==> config.mk <==
export PLATFORM = sky130hd
export DESIGN_NAME = buart_fifo_param
export DESIGN_NICKNAME = d
export VERILOG_FILES = /design/src/rtl/buart_fifo_param.sv
export SDC_FILE = /design/constraint.sdc
export NUM_CORES = 1
export LEC_CHECK = 0
export CORE_MARGIN = 2
export CORE_UTILIZATION = 24
export CTS_CLUSTER_SIZE = 28
export DETAILED_ROUTE_END_ITERATION = 10
export PLACE_DENSITY_LB_ADDON = 0.3
export RECOVER_POWER = 100
export SLEW_MARGIN = 20
export SYNTH_ARGS = -nofsm -noshare
export SYNTH_HDL_FRONTEND = slang
export SYNTH_SLANG_ARGS = --single-unit
==> constraint.sdc <==
create_clock -name clk -period 9.1 [get_ports clk]
set_input_delay 0.91 -clock clk [delete_from_list [all_inputs] [get_ports clk]]
set_output_delay 0.91 -clock clk [all_outputs]
set_load 0.01 [all_outputs]
==> src/rtl/buart_fifo_param.sv <==
// Parametrised UART core: 2-FF synchronised receiver with glitch rejection and
// sticky error flags, RX/TX FIFOs, and a back-to-back capable transmitter.
module buart_fifo_param #(
  parameter int CLK_DIV   = 217,
  parameter int DATA_BITS = 8,
  parameter int PARITY    = 0,
  parameter int RX_AW     = 3,
  parameter int TX_AW     = 2
) (
  input  logic             clk,
  input  logic             reset,
  input  logic             rx,
  output logic             tx,
  input  logic             wr,
  input  logic [7:0]       tx_data,
  output logic             tx_full,
  output logic             busy,
  input  logic             rd,
  output logic [7:0]       rx_data,
  output logic             valid,
  output logic [RX_AW:0]   rx_count,
  input  logic             err_clr,
  output logic             frame_err,
  output logic             parity_err,
  output logic             overrun
);

  localparam int CW = $clog2(CLK_DIV + 1);
  localparam int NB = 2 + DATA_BITS + ((PARITY != 0) ? 1 : 0);
  localparam logic [CW-1:0] DIV_LAST = CW'(CLK_DIV - 1);
  localparam logic [CW-1:0] DIV_PRE  = CW'(CLK_DIV - 2);
  localparam logic [CW-1:0] DIV_HALF = CW'(CLK_DIV / 2);
  localparam logic [7:0]    DMASK    = 8'((1 << DATA_BITS) - 1);

  localparam logic [2:0] S_IDLE = 3'd0, S_START = 3'd1, S_DATA = 3'd2,
                         S_PAR  = 3'd3, S_STOP  = 3'd4, S_BRK  = 3'd5;
  localparam logic [1:0] T_IDLE = 2'd0, T_LOAD = 2'd1, T_SHIFT = 2'd2;

  // ---------------- RX synchroniser ----------------
  logic rx_m, rxs;
  always_ff @(posedge clk or posedge reset) begin
    if (reset) begin
      rx_m <= 1'b1;
      rxs  <= 1'b1;
    end else begin
      rx_m <= rx;
      rxs  <= rx_m;
    end
  end

  // ---------------- RX framing FSM ----------------
  logic [2:0]    rx_st;
  logic [CW-1:0] rx_cnt;
  logic [2:0]    rx_bit;
  logic [7:0]    rx_sh;
  logic          par_bad, rx_tick, rx_ones, par_mis;
  logic          rx_push, set_fe, set_pe, set_ov;

  assign rx_tick = (rx_cnt == DIV_LAST);
  assign rx_ones = (^rx_sh) ^ rxs;
  assign par_mis = (PARITY == 1) ? ~rx_ones : rx_ones;
  assign rx_push = (rx_st == S_STOP) && rx_tick && rxs && !par_bad;
  assign set_fe  = (rx_st == S_STOP) && rx_tick && !rxs;
  assign set_pe  = (rx_st == S_PAR) && rx_tick && par_mis;

  always_ff @(posedge clk or posedge reset) begin
    if (reset) begin
      rx_st   <= S_IDLE;
      rx_cnt  <= '0;
      rx_bit  <= '0;
      par_bad <= 1'b0;
    end else begin
      case (rx_st)
        S_IDLE: if (!rxs) begin
          rx_st  <= S_START;
          rx_cnt <= '0;
        end
        S_START: if (rx_cnt == DIV_HALF) begin
          rx_st   <= rxs ? S_IDLE : S_DATA;
          rx_cnt  <= '0;
          rx_bit  <= '0;
          par_bad <= 1'b0;
        end else rx_cnt <= rx_cnt + 1'b1;
        S_DATA: if (rx_tick) begin
          rx_cnt <= '0;
          if (rx_bit == 3'(DATA_BITS - 1)) rx_st <= (PARITY != 0) ? S_PAR : S_STOP;
          else rx_bit <= rx_bit + 1'b1;
        end else rx_cnt <= rx_cnt + 1'b1;
        S_PAR: if (rx_tick) begin
          rx_cnt  <= '0;
          par_bad <= par_mis;
          rx_st   <= S_STOP;
        end else rx_cnt <= rx_cnt + 1'b1;
        S_STOP: if (rx_tick) begin
          rx_cnt <= '0;
          rx_st  <= rxs ? S_IDLE : S_BRK;
        end else rx_cnt <= rx_cnt + 1'b1;
        S_BRK: if (rxs) rx_st <= S_IDLE;
        default: rx_st <= S_IDLE;
      endcase
    end
  end

  // Cleared while idle so unused upper bits push as zero.
  always_ff @(posedge clk) begin
    if (rx_st == S_IDLE) rx_sh <= '0;
    else if (rx_st == S_DATA && rx_tick) rx_sh[rx_bit] <= rxs;
  end

  // ---------------- RX FIFO ----------------
  logic [7:0]   rx_mem [2**RX_AW];
  logic [RX_AW:0] rx_wp, rx_rp;
  logic         rx_full, rx_pop, rx_wr;

  assign rx_full  = (rx_wp[RX_AW] != rx_rp[RX_AW]) &&
                    (rx_wp[RX_AW-1:0] == rx_rp[RX_AW-1:0]);
  assign valid    = (rx_wp != rx_rp);
  assign rx_pop   = rd && valid;
  assign rx_wr    = rx_push && (!rx_full || rx_pop);
  assign set_ov   = rx_push && rx_full && !rx_pop;
  assign rx_data  = rx_mem[rx_rp[RX_AW-1:0]];
  assign rx_count = rx_wp - rx_rp;

  always_ff @(posedge clk) if (rx_wr) rx_mem[rx_wp[RX_AW-1:0]] <= rx_sh;

  always_ff @(posedge clk or posedge reset) begin
    if (reset) begin
      rx_wp <= '0;
      rx_rp <= '0;
    end else begin
      if (rx_wr)  rx_wp <= rx_wp + 1'b1;
      if (rx_pop) rx_rp <= rx_rp + 1'b1;
    end
  end

  // ---------------- sticky error flags ----------------
  always_ff @(posedge clk or posedge reset) begin
    if (reset) begin
      frame_err  <= 1'b0;
      parity_err <= 1'b0;
      overrun    <= 1'b0;
    end else begin
      frame_err  <= set_fe | (frame_err  & ~err_clr);
      parity_err <= set_pe | (parity_err & ~err_clr);
      overrun    <= set_ov | (overrun    & ~err_clr);
    end
  end

  // ---------------- TX FIFO ----------------
  logic [7:0]     tx_mem [2**TX_AW];
  logic [TX_AW:0] tx_wp, tx_rp;
  logic           tx_empty, tx_pop, tx_wr;
  logic [7:0]     tx_head;

  assign tx_full  = (tx_wp[TX_AW] != tx_rp[TX_AW]) &&
                    (tx_wp[TX_AW-1:0] == tx_rp[TX_AW-1:0]);
  assign tx_empty = (tx_wp == tx_rp);
  assign tx_wr    = wr && (!tx_full || tx_pop);
  assign tx_head  = tx_mem[tx_rp[TX_AW-1:0]];

  always_ff @(posedge clk) if (tx_wr) tx_mem[tx_wp[TX_AW-1:0]] <= tx_data;

  always_ff @(posedge clk or posedge reset) begin
    if (reset) begin
      tx_wp <= '0;
      tx_rp <= '0;
    end else begin
      if (tx_wr)  tx_wp <= tx_wp + 1'b1;
      if (tx_pop) tx_rp <= tx_rp + 1'b1;
    end
  end

  // ---------------- TX settle timer and serialiser ----------------
  logic [CW-1:0] settle_cnt, tx_cnt;
  logic [4:0]    settle_bits;
  logic          settled;
  logic [1:0]    ts;
  logic [3:0]    tx_left;
  logic [10:0]   tx_frame, tx_sh;
  logic          tx_q, tx_bit_end;

  assign settled    = settle_bits[4];
  assign tx_bit_end = (ts == T_SHIFT) && (tx_cnt == DIV_LAST);
  // Reloading one cycle before the stop bit ends makes frames back-to-back.
  assign tx_pop = !tx_empty && (((ts == T_IDLE) && settled) ||
                  ((ts == T_SHIFT) && (tx_left == 4'd0) && (tx_cnt == DIV_PRE)));
  assign busy   = !settled || (ts != T_IDLE) || !tx_empty;
  assign tx     = tx_q;

  always_comb begin
    tx_frame    = '1;
    tx_frame[0] = 1'b0;
    for (int i = 0; i < 8; i++) if (i < DATA_BITS) tx_frame[1+i] = tx_head[i];
    if (PARITY != 0)
      tx_frame[1+DATA_BITS] = (PARITY == 1) ? ~^(tx_head & DMASK) : ^(tx_head & DMASK);
  end

  always_ff @(posedge clk or posedge reset) begin
    if (reset) begin
      settle_cnt  <= '0;
      settle_bits <= '0;
    end else if (!settled) begin
      if (settle_cnt == DIV_LAST) begin
        settle_cnt  <= '0;
        settle_bits <= settle_bits + 1'b1;
      end else settle_cnt <= settle_cnt + 1'b1;
    end
  end

  always_ff @(posedge clk or posedge reset) begin
    if (reset) begin
      ts      <= T_IDLE;
      tx_q    <= 1'b1;
      tx_cnt  <= '0;
      tx_left <= '0;
    end else begin
      case (ts)
        T_IDLE: if (tx_pop) ts <= T_LOAD;
        T_LOAD: begin
          tx_q    <= tx_sh[0];
          tx_left <= 4'(NB - 1);
          tx_cnt  <= '0;
          ts      <= T_SHIFT;
        end
        T_SHIFT: if (tx_pop) ts <= T_LOAD;
        else if (tx_bit_end) begin
          tx_cnt <= '0;
          if (tx_left == 4'd0) ts <= T_IDLE;
          else begin
            tx_q    <= tx_sh[0];
            tx_left <= tx_left - 1'b1;
          end
        end else tx_cnt <= tx_cnt + 1'b1;
        default: ts <= T_IDLE;
      endcase
    end
  end

  always_ff @(posedge clk) begin
    if (tx_pop) tx_sh <= tx_frame;
    else if (ts == T_LOAD || (tx_bit_end && tx_left != 4'd0)) tx_sh <= {1'b1, tx_sh[10:1]};
  end

endmodule

Word level (Yosys, flattened, before mapping)
Memories as Yosys holds them, arrays and structs flattened.
Index checks and enable logic that the tools add are counted.

operators by class
  reduce and logical (&&, ||, !) cells = 54
  order comparisons = 2
  bitwise gates (word level) = 9
  add/sub/neg operators = 11
  mux-type cells = 49
  eq/ne operators = 33

operator list
  operator             count
  $mux 8               6
  $mux 3               11
  $eq 8x8->1 const B   4
  $add 8x1->8 const B  3
  $ne 2x2->1 const B   12
  $pmux 8 s3           1
  $logic_and 1x1->1    21
  $mux 9               2
  $pmux 3 s6           1
  $pmux 8 s2           1
  $mux 4               3
  $mux 1               10
  $mux 2               5
  $mux 5               2
  $reduce_bool 2->1    5
  $add 3x1->3 const B  3
  $eq 3x3->1 const B   3
  $add 4x1->4 const B  2
  $bwmux 8             1
  $eq 8x7->1 const B   1
  $pmux 4 s2           1
  $reduce_and 4->1     2
  $reduce_xor 8->1     1
  $logic_not 1->1      7
  other kinds (33)     50

storage, ports and cells
  memories = 2
  flip-flop bits (word level) = 79
  input bits = 14
  RAM bits = 96
  logic and storage cells = 183
  output and inout port bits = 19

memories
  memory  words  width  read ports  clocked after memory_dff  write ports  RTL line  source
  rx_mem  8      8      1           0                         1            111       logic [7:0] rx_mem [2**RX_AW];
  tx_mem  4      8      1           0                         1            150       logic [7:0] tx_mem [2**TX_AW];

Logic depth before layout (Yosys ltp)
  word-level depth = 9
  depth in mapped cells = 9

Worst setup path before layout
OpenSTA, ideal clock, no wires.

  path kind = register -> register
  from = register rx_rp[1]
  to = memory rx_mem[0][0] (enable)
  cell stages (with the launch flop) = 10
  clock period less this slack = 2.928 ns
  arrival = 2.544 ns
  path buffers = 2
  required time = 8.717 ns
  slack = 6.172 ns
  cell sequence = dfrtp_1 -> clkbuf_1 -> buf_1 -> inv_1 -> ha_1 -> nand3_1 -> nor3_1 -> nor3_1 -> nand2_1 -> nor3_1

between the ends
  longest elaborated chain between the ends = 7
  elaborated cells between the ends (all ways) = 9
  those cells by class = eq/ne (2); mux (2); reduce/logical (5)

ends and longest elaborated chain
  item                            RTL line  source
  start, declared                 112       logic [RX_AW:0] rx_wp, rx_rp;
  start signal, assigned          132       if (rx_pop) rx_rp <= rx_rp + 1'b1;
  $eq 3x3->1                      116       (rx_wp[RX_AW-1:0] == rx_rp[RX_AW-1:0]);
  $logic_and 1x1->1               115       assign rx_full = (rx_wp[RX_AW] != rx_rp[RX_AW]) &&
  $logic_not 1->1                 119       assign rx_wr = rx_push && (!rx_full || rx_pop);
  $logic_or 1x1->1 *              119
  $logic_and 1x1->1 *             119
  $mux 1 *                        124       always_ff @(posedge clk) if (rx_wr) rx_mem[rx_wp[RX_AW-1:0]] <= rx_sh;
  $mux 1 (implied by the code) *  124
  end, declared                   111

Mark *: on every way between the ends. The rest lies on a longest branch, timed or not.

==> summary.txt <==
PwrDens -> 208 nW/um2
Post-Route M1 WL -> 7560 um
Sequential Power Share -> 0.488
Chip Width -> 185 um
Die height -> 185 um
PnR worst setup slack -> 4.82 ns
Peak Freq -> 234 MHz
Net Sw Power -> 0.000477 W
Combinational share of power -> 0.118
RSZ-0062 raised after global routing -> no
Yosys cell types -> 65
Via count -> 4565
Final WL -> 15200 um
Setup Buffers After CTS -> 0
Mapped Area -> 7900 um2
IO Pins -> 33
Min-delay src -> rx_m$_DFF_PP1_
Syn Inst Count -> 593
Detail Route Antenna Nets -> 0
WL met2 -> 6960 um
First DRT Iteration DRCs -> 248
CP Launch Type -> input port
Number of remaining DRC errors -> 0
Share of total power in the clock network -> 0.394
Worst setup startpoint -> reset
Worst slack, placed -> 5.64 ns
Placed cell area -> 8660 um2
Count of input and output buffers -> 32
Final Max Tran Viols -> 63
Final setup fails -> 0
Clock skew -> 0.0115 ns
Fin crit period -> 4.28 ns
All-layer global routing usage -> 0.0942
Mean Syn Cell Area -> 13.3 um2
Drt via density -> 4.24
GPL Wtd Cong -> 0.713
WL met3 -> 522 um
Final Hold Vio Count -> 0
Number of flops mapped to enable cells by yosys -> 104
R2r setup slk -> 5.52 ns
Nets -> 657
Top Metal Used -> met4
Failing checks -> capacitance limit, slew limit
Bufs on Longest Clock Path -> 2
Largest net degree at the start of global routing -> 63
ANT cells -> 0
Die Area -> 34400 um2
Post-CTS sizing -> 0
CTS H-tree depth -> 4
Initial antenna violation count -> 0
Congestion Overflow GR -> 0
Sequential area share after synthesis -> 0.615
Setup crit end kind -> asynchronous set/reset pin
Fillers -> 3310
Wire per inst -> 14.1 um
Core area -> 32500 um2
Hpwl dp -> 10300 um
TritonCTS Buffers -> 17
First-pass GRT wire length -> 24800 um
Worst r2r src -> rx_rp[0]$_DFFE_PP0P_
Most common flop cell mapped by yosys -> edfxtp_1
Sw frac -> 0.248
Starting Density -> 0.244
CTS root buffer -> clkbuf_16
Outcome -> complete, but fails checks
DRT Pass-1 Iters -> 5
Post-route setup TNS -> 0 ns
Internal -> 0.00144 W
CTS tree -> built
Pleak -> 3.57 nW
Hold Buf Count CTS -> 0
Worst-Margin Slew -> 3.54 ns
Area grow syn2layout -> 16.6%
Most frequent cells in the layout -> 104 x edfxtp_1, 72 x nand2_1, 59 x dfrtp_1, 36 x nor2_1, 31 x o21ai_0
Clock-pin slew on the worst setup and hold paths -> 0.06 ns
# rows -> 66
Final period util -> 0.470
Commonest non-fill, non-tap cell in the layout -> edfxtp_1
Worst slew margin -> -1.36
Max FO, Critical Path -> 62
Worst vdd ir -> 0.132 mV
Post-layout instance area -> 9220 um2
WHS -> 0.361 ns
Worst hold path class -> flip-flop to flip-flop
Max cap viols -> 1
Vias in the first global route -> 4554
CP Class -> input port to asynchronous set/reset pin
Syn Nets -> 628
Clock latency on the worst-skew pair -> 0.43 ns
CP required -> 8.83 ns
Synth Register Bits -> 175
Ys async rst share -> 0.354
Synthesis Warnings -> 0
Power, Total -> 0.00192 W
Worst path arrival time -> 4.01 ns
Clock Sinks -> 175
Share of layout cells above drive strength 1 -> 0.107
==> layout make-up <==
type | count | area (um2) | area share
clock buffer | 21 | 460 | 0.0500
clock inverter | 11 | 158 | 0.0171
inverter | 27 | 101 | 0.0110
multi-input combinational | 367 | 2760 | 0.299
sequential | 175 | 4860 | 0.527
tap | 442 | 553 | 0.0600
timing repair buffer | 34 | 328 | 0.0356
==> cells in the mapped netlist, types with 4 or more instances <==
cell        n  area (um2)
nor2_1     35         131
xnor2_1    18         158
a22o_1     11        96.3
buf_2       6        30.0
and2_1      5        31.3
edfxtp_1  104        3120
dfxtp_1     9         180
ha_1       20         250
clkbuf_1    9        33.8
inv_1      26        97.6
and3_1      4        25.0
nand3_1    15        75.1
a21oi_1    13        65.1
mux2_2      5        56.3
nor3b_1     6        45.0
nand4_1     9        56.3
a31oi_1     8        50.1
nand2b_1    6        37.5
xor2_1     10        87.6
nor3_1      9        45.0
o21ai_0    30         150
o22ai_1     4        25.0
dfrtp_1    59        1480
buf_4       4        30.0
mux4_2     24         541
nand2_1    72         270
mux2i_1     8        80.1
nor2b_1     6        37.5
a21o_1      4        30.0
==> per-stage QoR <==
step,util,std cells
2_1_floorplan,-,593
3_3_place_gp,0.267,1045
3_5_place_dp,0.267,1045
4_1_cts,0.286,1077
5_1_grt,0.284,1077
6_report,0.284,1077
==> kinds of logic (layout without fill, tap and decap cells) <==
logic type,count (synthesis),after routing,share of synthesized area
compound gates,87,87,0.0751
fa+ha+maj,21,21,0.0342
flops,175,175,0.615
mux,37,37,0.0857
simple gates,193,193,0.127
buf+inv,51,93,0.0299
xor+xnor,29,29,0.0339
==> critical path, stage by stage <==
cell and delay [ns]:
dlygate4sd3_1 0.53, clkinv_1 0.04, clkbuf_1 2.47
==> power by group through the flow <==
stage / Combinational, W / Clock [W] / Sequential, W
after floorplan: 0.000185 / 0 / 0.000917
after global placement: 0.000247 / 0 / 0.000956
after detailed placement: 0.000248 / 0 / 0.000957
after CTS: 0.000249 / 0.000782 / 0.000940
after global routing: 0.000256 / 0.000814 / 0.000945
final: 0.000226 / 0.000757 / 0.000937
==> state kept, by name (all words and copies together) (netlist names), 5 cells and up <==
signal / count
rx_mem: 64
rx_cnt: 8
tx_cnt: 8
tx_mem: 32
settle_bits: 5
tx_sh: 9
rx_sh: 8
settle_cnt: 8
==> final timing paths <==
check / end / cells past startpoint
max: frame_err$_DFF_PP0_ / 3
min: rxs$_DFF_PP1_ / 0
max reg2reg: rx_mem[0][5]$_DFFE_PP_ / 7
min reg2reg: rxs$_DFF_PP1_ / 0
max in group clk: rx_count[3] / 7
min in group asynchronous: tx_wp[1]$_DFFE_PP0N_ / 3
==> layer usage <==
metal | up-vias | global-route usage
li1 | 2245 | -
met1 | 2236 | 0.128
met2 | 70 | 0.144
met3 | 14 | 0.0250
met4 | 0 | 0.0343
met5 | - | 0
(Power assumes the default switching activity.)
